[src/rtl/reg_bank_pkg.sv]
// rtl/reg_bank_pkg.sv - shared definitions for the register bank
package reg_bank_pkg;

    localparam int WORD_DEFAULT = 16;

    function automatic int clog2(input int value);
        int r;
        r = 0;
        while ((1 << r) < value) begin
            r = r + 1;
        end
        return r;
    endfunction

endpackage

[src/rtl/reg_bank_entry.sv]
// rtl/reg_bank_entry.sv - one register word plus its load-pending flag
module reg_bank_entry
    import reg_bank_pkg::*;
#(
    parameter int WORD = WORD_DEFAULT,
    parameter bit ZERO = 1'b0
) (
    input  logic            clk,
    input  logic            reset,
    input  logic            mem_sel,
    input  logic [WORD-1:0] mem_data,
    input  logic            dp_sel,
    input  logic [WORD-1:0] dp_data,
    input  logic            issue_sel,
    output logic [WORD-1:0] data,
    output logic            busy,
    output logic            wr_en,
    output logic [WORD-1:0] wr_data
);

    logic [WORD-1:0] data_q;
    logic            busy_q;

    // Memory return beats the datapath; a pending load locks out datapath writes.
    assign wr_en   = !ZERO && (mem_sel || (dp_sel && !busy_q));
    assign wr_data = mem_sel ? mem_data : dp_data;
    assign data    = ZERO ? '0 : data_q;
    assign busy    = busy_q;

    always_ff @(posedge clk) begin
        if (reset) begin
            data_q <= '0;
            busy_q <= 1'b0;
        end else begin
            if (wr_en) begin
                data_q <= wr_data;
            end
            // A new issue outranks a same-cycle memory return clearing the flag.
            if (issue_sel && !busy_q && !ZERO) begin
                busy_q <= 1'b1;
            end else if (mem_sel) begin
                busy_q <= 1'b0;
            end
        end
    end

endmodule

[src/rtl/reg_bank.sv]
// rtl/reg_bank.sv - register bank with load scoreboard and dual read ports
module reg_bank
    import reg_bank_pkg::*;
#(
    parameter int WORD     = WORD_DEFAULT,
    parameter int DEPTH    = 8,
    parameter bit BYPASS   = 1'b1,
    parameter bit ZERO_REG = 1'b0,
    localparam int AW      = clog2(DEPTH)
) (
    input  logic             clk,
    input  logic             reset,
    input  logic             mem_we,
    input  logic [AW-1:0]    mem_addr,
    input  logic [WORD-1:0]  mem_data,
    input  logic             dp_we,
    input  logic [AW-1:0]    dp_addr,
    input  logic [WORD-1:0]  dp_data,
    input  logic             issue_valid,
    input  logic [AW-1:0]    issue_addr,
    output logic             issue_ready,
    input  logic [AW-1:0]    rd_addr_a,
    input  logic [AW-1:0]    rd_addr_b,
    output logic [WORD-1:0]  rd_data_a,
    output logic [WORD-1:0]  rd_data_b,
    output logic             rd_busy_a,
    output logic             rd_busy_b,
    output logic [DEPTH-1:0] busy_vec
);

    // Slots past DEPTH exist only as constant zero so any address decodes cleanly.
    localparam int SLOTS = 1 << AW;

    logic [WORD-1:0]  slot_data    [SLOTS];
    logic [WORD-1:0]  slot_wr_data [SLOTS];
    logic [SLOTS-1:0] slot_busy;
    logic [SLOTS-1:0] slot_wr_en;
    logic [SLOTS-1:0] slot_ready;

    for (genvar i = 0; i < SLOTS; i++) begin : g_slot
        if (i < DEPTH) begin : g_entry
            reg_bank_entry #(
                .WORD (WORD),
                .ZERO (ZERO_REG && (i == 0))
            ) u_entry (
                .clk       (clk),
                .reset     (reset),
                .mem_sel   (mem_we && (mem_addr == AW'(i))),
                .mem_data  (mem_data),
                .dp_sel    (dp_we && (dp_addr == AW'(i))),
                .dp_data   (dp_data),
                .issue_sel (issue_valid && (issue_addr == AW'(i))),
                .data      (slot_data[i]),
                .busy      (slot_busy[i]),
                .wr_en     (slot_wr_en[i]),
                .wr_data   (slot_wr_data[i])
            );
            assign slot_ready[i] = !slot_busy[i];
        end else begin : g_pad
            assign slot_data[i]    = '0;
            assign slot_wr_data[i] = '0;
            assign slot_busy[i]    = 1'b0;
            assign slot_wr_en[i]   = 1'b0;
            assign slot_ready[i]   = 1'b0;
        end
    end

    assign issue_ready = slot_ready[issue_addr];
    assign busy_vec    = slot_busy[DEPTH-1:0];
    assign rd_busy_a   = slot_busy[rd_addr_a];
    assign rd_busy_b   = slot_busy[rd_addr_b];

    always_comb begin
        rd_data_a = slot_data[rd_addr_a];
        rd_data_b = slot_data[rd_addr_b];
        if (BYPASS && slot_wr_en[rd_addr_a]) begin
            rd_data_a = slot_wr_data[rd_addr_a];
        end
        if (BYPASS && slot_wr_en[rd_addr_b]) begin
            rd_data_b = slot_wr_data[rd_addr_b];
        end
    end

endmodule
[config.mk]
export PLATFORM = sky130hd
export DESIGN_NAME = reg_bank
export DESIGN_NICKNAME = d
export VERILOG_FILES = /design/src/rtl/reg_bank_pkg.sv /design/src/rtl/reg_bank_entry.sv /design/src/rtl/reg_bank.sv
export SDC_FILE = /design/constraint.sdc
export NUM_CORES = 1
export LEC_CHECK = 0
export CORE_UTILIZATION = 50
export CTS_CLUSTER_DIAMETER = 40
export DETAILED_ROUTE_END_ITERATION = 10
export PLACE_DENSITY = 0.81
export SYNTH_ARGS = -nofsm -noshare
export SYNTH_HDL_FRONTEND = slang
export SYNTH_SLANG_ARGS = --single-unit
[constraint.sdc]
create_clock -name clk -period 4.81 [get_ports clk]
set_input_delay 1.2025 -clock clk [delete_from_list [all_inputs] [get_ports clk]]
set_output_delay 1.2025 -clock clk [all_outputs]
set_load 0.03 [all_outputs]
==> results_tabular.tex <==
\begin{tabular}{lr}
\hline
Metric & Value \\
\hline
\multicolumn{2}{l}{\textbf{Synth}} \\
\quad Post-synthesis cell count & 914 \\
\quad Register area share after synthesis & 0.2944 \\
\quad Net count after synthesis & 966 \\
\quad Syn. warnings & 0 \\
\quad Simple-gate portion of the synthesized area & 0.1008 \\
\quad Summed instance area of the synthesized netlist & 0.009249 sq mm \\
\quad Synthesized-area fraction occupied by ao, oa, aoi and oai cells & 0.1212 \\
\quad Count of state elements after synthesis & 136 \\
\quad Count of unique library cells instantiated by Yosys & 36 \\
\quad Count of flip-flops with a built-in enable after synthesis & 0 \\
\quad Top flip-flop cell by instance count after synthesis & sky130\_fd\_sc\_hd\_\_dfxtp\_1 \\
\quad Largest family of logic cells by synthesized area & multiplexers \\
\quad XOR/XNOR share of the synthesized area & 0.005682 \\
\quad Mux share of post-synthesis cell area & 0.4164 \\
\quad Syn avg cell area & 10.12 sq um \\
\quad Proportion of register bits with asynchronous set or reset after synthesis & 0 \\
\quad Post-synthesis adder-cell area fraction & 0 \\
\multicolumn{2}{l}{\textbf{Timing}} \\
\quad Final critical-path share of the clock period & 1.003 \\
\quad Time the worst path needs with I/O delays and setup & 4.823 ns \\
\quad Slew of the pin with the lowest slew margin & 0.7292 ns \\
\quad Worst hold slack after final layout & 0.5654 ns \\
\quad Setup repair after global routing missed its margin & yes \\
\quad Post-route worst setup slack & -0.01300 ns \\
\quad Fin. max-slew vios & 0 \\
\quad Final number of hold-violating endpoints & 0 \\
\quad Final setup violating endpoints & 1 \\
\quad Normalized max-slew margin & 0.5139 \\
\quad Final worst clock skew & 0.006084 ns \\
\quad Achievable frequency & 207.3 MHz \\
\multicolumn{2}{l}{\textbf{Die}} \\
\quad Die Ht & 138.0 um \\
\quad Placement Rows & 49 \\
\quad Total core area & 0.01802 sq mm \\
\quad Initial Util & 0.5131 \\
\quad Number of I/O pins & 95 \\
\quad DIE AREA & 0.01905 sq mm \\
\quad DIE WIDTH & 138.0 um \\
\multicolumn{2}{l}{\textbf{Detailed routing}} \\
\quad Residual DRC count & 0 \\
\quad Detail Route Antenna Nets & 0 \\
\quad Routed length per instance & 24.08 um \\
\quad Vias per Instance & 6.781 \\
\quad Number of iterations in the first detailed-routing pass & 5 \\
\quad Total vias in the final route & 8,096 \\
\quad Drt initial violations & 1,029 \\
\quad Final Routed Wirelength & 28,750 um \\
\multicolumn{2}{l}{\textbf{Critical path}} \\
\quad Setup slack on the worst flop-to-flop path & 2.63 ns \\
\quad Maximum cell stage delay along the critical path & 0.50 ns \\
\quad Worst reg2reg startpoint & g\_slot[0].g\_entry.u\_entry.busy \\
\quad End of the worst register-to-register path & g\_slot[0].g\_entry.u\_entry.data[9] \\
\quad Chain of cells forming the critical path & clkdlybuf4s50\_1, or3\_1, o211ai\_2, o21ai\_2, nor4\_4, buf\_4, buf\_12, mux2i\_2, buf\_4 \\
\quad Cell type group with the largest total delay on the critical path & buffers and inverters \\
\quad Number of buffer and inverter stages on the critical path & 4 \\
\quad Critical path type & in2out \\
\quad Maximum fanout count along the critical path & 6 \\
\quad Slowest cell on crit path & sky130\_fd\_sc\_hd\_\_clkdlybuf4s50\_1 \\
\quad Arrival @ worst endpoint & 3.62 ns \\
\quad Kind of start point of the critical path & input port \\
\quad Depth of the most critical reg-to-reg path & 5 \\
\quad Most repeated library cell on the critical path & sky130\_fd\_sc\_hd\_\_buf\_4 \\
\quad Data required time at the worst endpoint & 3.61 ns \\
\quad Capturing element type of the critical path & output pin \\
\multicolumn{2}{l}{\textbf{Clock tree}} \\
\quad Clock-pin slew of the registers on the worst-case setup and hold paths & 0.06 ns \\
\quad Max H-tree Level & 4 \\
\quad Clk\_lat worst skew & 0.42 ns \\
\quad Clock sink count & 136 \\
\quad Clock tree from TritonCTS & built \\
\quad Root Driver & sky130\_fd\_sc\_hd\_\_clkbuf\_16 \\
\quad TritonCTS Buffers & 17 \\
\quad Hold-fix buffers at CTS & 0 \\
\quad Worst-case clock buffer depth & 2 \\
\multicolumn{2}{l}{\textbf{Pwr}} \\
\quad Max IR drop VDD & 0.0002354 V \\
\quad P\_int & 0.002410 W \\
\quad PD cells & 305.8 mW/mm\^{}2 \\
\quad Switching power as a share of total power & 0.2826 \\
\quad Fraction of power consumed by combinational cells & 0.221 \\
\quad Clock Power Share & 0.413 \\
\quad Leakage Power & 4.047 nW \\
\quad Net switching component of the power & 0.0009493 W \\
\quad Share of total power in sequential cells & 0.366 \\
\multicolumn{2}{l}{\textbf{Hold path}} \\
\quad Class of the tightest hold or removal check & reg2reg \\
\quad Endpoint of the worst hold-timing path & g\_slot[7].g\_entry.u\_entry.data[6] \\
\quad Beginning of the worst hold path & g\_slot[7].g\_entry.u\_entry.data[6] \\
\quad Worst Hold Path Cells & 2 \\
\multicolumn{2}{l}{\textbf{Global route}} \\
\quad Initial antenna violation count & 0 \\
\quad GRT Residual Overflow & 0 \\
\quad Maximum number of pins on one net before global-route repair & 63 \\
\quad Total GRT Usage & 0.2999 \\
\quad Fraction of met1 tracks used by global routing & 0.3912 \\
\quad Number of global-route vias before repair & 7,881 \\
\quad Met3 demand-to-capacity share in global routing & 0.05404 \\
\quad Global-route wire length before repair & 44,750 um \\
\quad Global-route layer with the greatest usage & met2 \\
\quad Global-route met2 utilization & 0.4845 \\
\multicolumn{2}{l}{\textbf{Place}} \\
\quad Final weighted congestion in routability-driven placement & 0.8531 \\
\quad Post-placement setup slack & 0.06140 ns \\
\quad Port buffer count & 94 \\
\quad Detailed Place HPWL & 17,730 um \\
\multicolumn{2}{l}{\textbf{Finish}} \\
\quad Final-stage net count & 1,004 \\
\quad Fill cell total of the finished layout & 1,425 \\
\quad Multi-input combinational cell area & 0.006031 sq mm \\
\quad Area growth from synthesis to final layout & 18.76\% \\
\quad Ant. Diodes & 0 \\
\quad Sequential standard cell area & 0.002723 sq mm \\
\quad Share of post-route cells with drive strength above 1 & 0.2207 \\
\multicolumn{2}{l}{\textbf{Run status}} \\
\quad Outcome & complete, but fails checks \\
\quad Failing checks & setup timing \\
\multicolumn{2}{l}{\textbf{Flow run}} \\
\quad Max cap viols & 0 \\
\hline
\end{tabular}
kinds of logic (layout without fill, tap and decap cells):
group / Yosys count / after routing
muxes: 297 / 297
and+or+nand+nor: 197 / 197
xor gates and xnor gates: 6 / 6
buffers and inverters: 126 / 177
DFF: 136 / 136
AOI/OAI and AO/OA: 152 / 152
area by class of cell:
type,instances,area share
Timing Repair Buffer,145,0.1198
Clock inverter,7,0.01025
Clock buffer,25,0.04693
Multi-Input combinational cell,652,0.5490
Tap cell,229,0.02608
Sequential cell,136,0.2479
worst min-delay path: cells and delay by family, from the launching register on:
family | cells | cell delay, ns
DFF | 1 | 0.31
muxes | 1 | 0.12
AOI/OAI and AO/OA | 1 | 0.08
worst max-delay path by stage:
stage                    end  cells after the start        start
2_1_floorplan  rd_data_a[10]                      8  mem_addr[0]
3_3_place_gp    rd_data_b[6]                      8  mem_addr[1]
3_5_place_dp    rd_data_b[6]                      8   dp_addr[1]
4_1_cts        rd_data_b[12]                      8   dp_addr[1]
5_1_grt        rd_data_b[12]                      9   dp_addr[1]
6_report        rd_data_b[6]                      9   dp_addr[1]
synth_stat cells (3+ instances only):
cell	count	share of area
sky130_fd_sc_hd__nor3b_1	3	0.0024
sky130_fd_sc_hd__nand4_1	4	0.0027
sky130_fd_sc_hd__nand4bb_1	3	0.0037
sky130_fd_sc_hd__nand3_1	3	0.0016
sky130_fd_sc_hd__buf_6	3	0.0037
sky130_fd_sc_hd__o211ai_1	4	0.0032
sky130_fd_sc_hd__xnor2_1	6	0.0057
sky130_fd_sc_hd__dfxtp_1	136	0.29
sky130_fd_sc_hd__buf_2	26	0.014
sky130_fd_sc_hd__clkbuf_1	78	0.032
sky130_fd_sc_hd__nand2_1	5	0.0020
sky130_fd_sc_hd__a21oi_1	8	0.0043
sky130_fd_sc_hd__nand2b_1	5	0.0034
sky130_fd_sc_hd__nand4b_1	5	0.0047
sky130_fd_sc_hd__buf_4	11	0.0089
sky130_fd_sc_hd__o21ai_1	4	0.0022
sky130_fd_sc_hd__a211oi_1	128	0.10
sky130_fd_sc_hd__mux2i_1	225	0.24
sky130_fd_sc_hd__nor2_1	140	0.057
sky130_fd_sc_hd__buf_1	8	0.0032
sky130_fd_sc_hd__nand3b_1	4	0.0032
sky130_fd_sc_hd__mux4_2	70	0.17
sky130_fd_sc_hd__nor3_1	11	0.0060
per-layer routing:
layer | up-vias | share of wire
met5 | - | 0
met3 | 93 | 0.092
met4 | 0 | 0.033
met1 | 3952 | 0.39
met2 | 510 | 0.49
li1 | 3541 | -
power groups by stage:
stage	registers (W)	clock network (W)	logic, W
3_3_place_gp	0.00125	0	0.000703
5_1_grt	0.00123	0.00144	0.000779
4_1_cts	0.00123	0.00139	0.000719
6_report	0.00123	0.00139	0.000744
3_5_place_dp	0.00125	0	0.000715
2_1_floorplan	0.00123	0	0.000489
sequential cells by signal, summed over array words and instances (netlist names):
name                         count
g_slot.g_entry.u_entry.busy      8
g_slot.g_entry.u_entry.data    128
timing repair:
action,in CTS,in global routing
buffers inserted,0,2
setup endpoints to repair,0,18
gates resized for setup,0,11
through the flow:
step | utilization | instances | area, sq um | power, W | TNS [ns]
after CTS | 0.6046 | 1191 | 10900 | 0.003335 | 0
final | 0.6094 | 1194 | 10980 | 0.003359 | -0.01300
after global routing | 0.6094 | 1194 | 10980 | 0.003456 | -0.2036
after floorplan | - | 914 | 9249 | 0.001723 | 0
after detailed placement | 0.5698 | 1159 | 10270 | 0.001964 | 0
after global placement | 0.5698 | 1159 | 10270 | 0.001949 | 0
placed cells by master (no fill, tap or decap), types with 3 or more instances in the layout:
master                            netlist  layout
sky130_fd_sc_hd__clkdlybuf4s50_1        0      53
sky130_fd_sc_hd__clkbuf_8               0       6
sky130_fd_sc_hd__buf_12                 0       6
sky130_fd_sc_hd__nor2_1               140     139
sky130_fd_sc_hd__buf_2                 26       5
sky130_fd_sc_hd__bufinv_16              0       3
sky130_fd_sc_hd__mux2i_1              225     223
sky130_fd_sc_hd__a211oi_1             128     128
sky130_fd_sc_hd__nand3b_1               4       4
sky130_fd_sc_hd__nor3_4                 0       4
sky130_fd_sc_hd__dlymetal6s2s_1         0       3
sky130_fd_sc_hd__nand3_1                3       3
sky130_fd_sc_hd__buf_4                 11      77
sky130_fd_sc_hd__nor3_1                11       8
sky130_fd_sc_hd__mux4_2                70      70
sky130_fd_sc_hd__nor3b_1                3       3
sky130_fd_sc_hd__nor2_2                 2       3
sky130_fd_sc_hd__clkinv_2               0       3
sky130_fd_sc_hd__dfxtp_1              136     136
sky130_fd_sc_hd__nand2_1                5       5
sky130_fd_sc_hd__a21oi_1                8       8
sky130_fd_sc_hd__nand4b_1               5       5
sky130_fd_sc_hd__o21ai_1                4       4
sky130_fd_sc_hd__nand4_1                4       4
sky130_fd_sc_hd__nand2b_1               5       5
sky130_fd_sc_hd__o211ai_1               4       4
sky130_fd_sc_hd__clkbuf_16              0      18
sky130_fd_sc_hd__xnor2_1                6       6
Power figures use the tool's default switching activity.
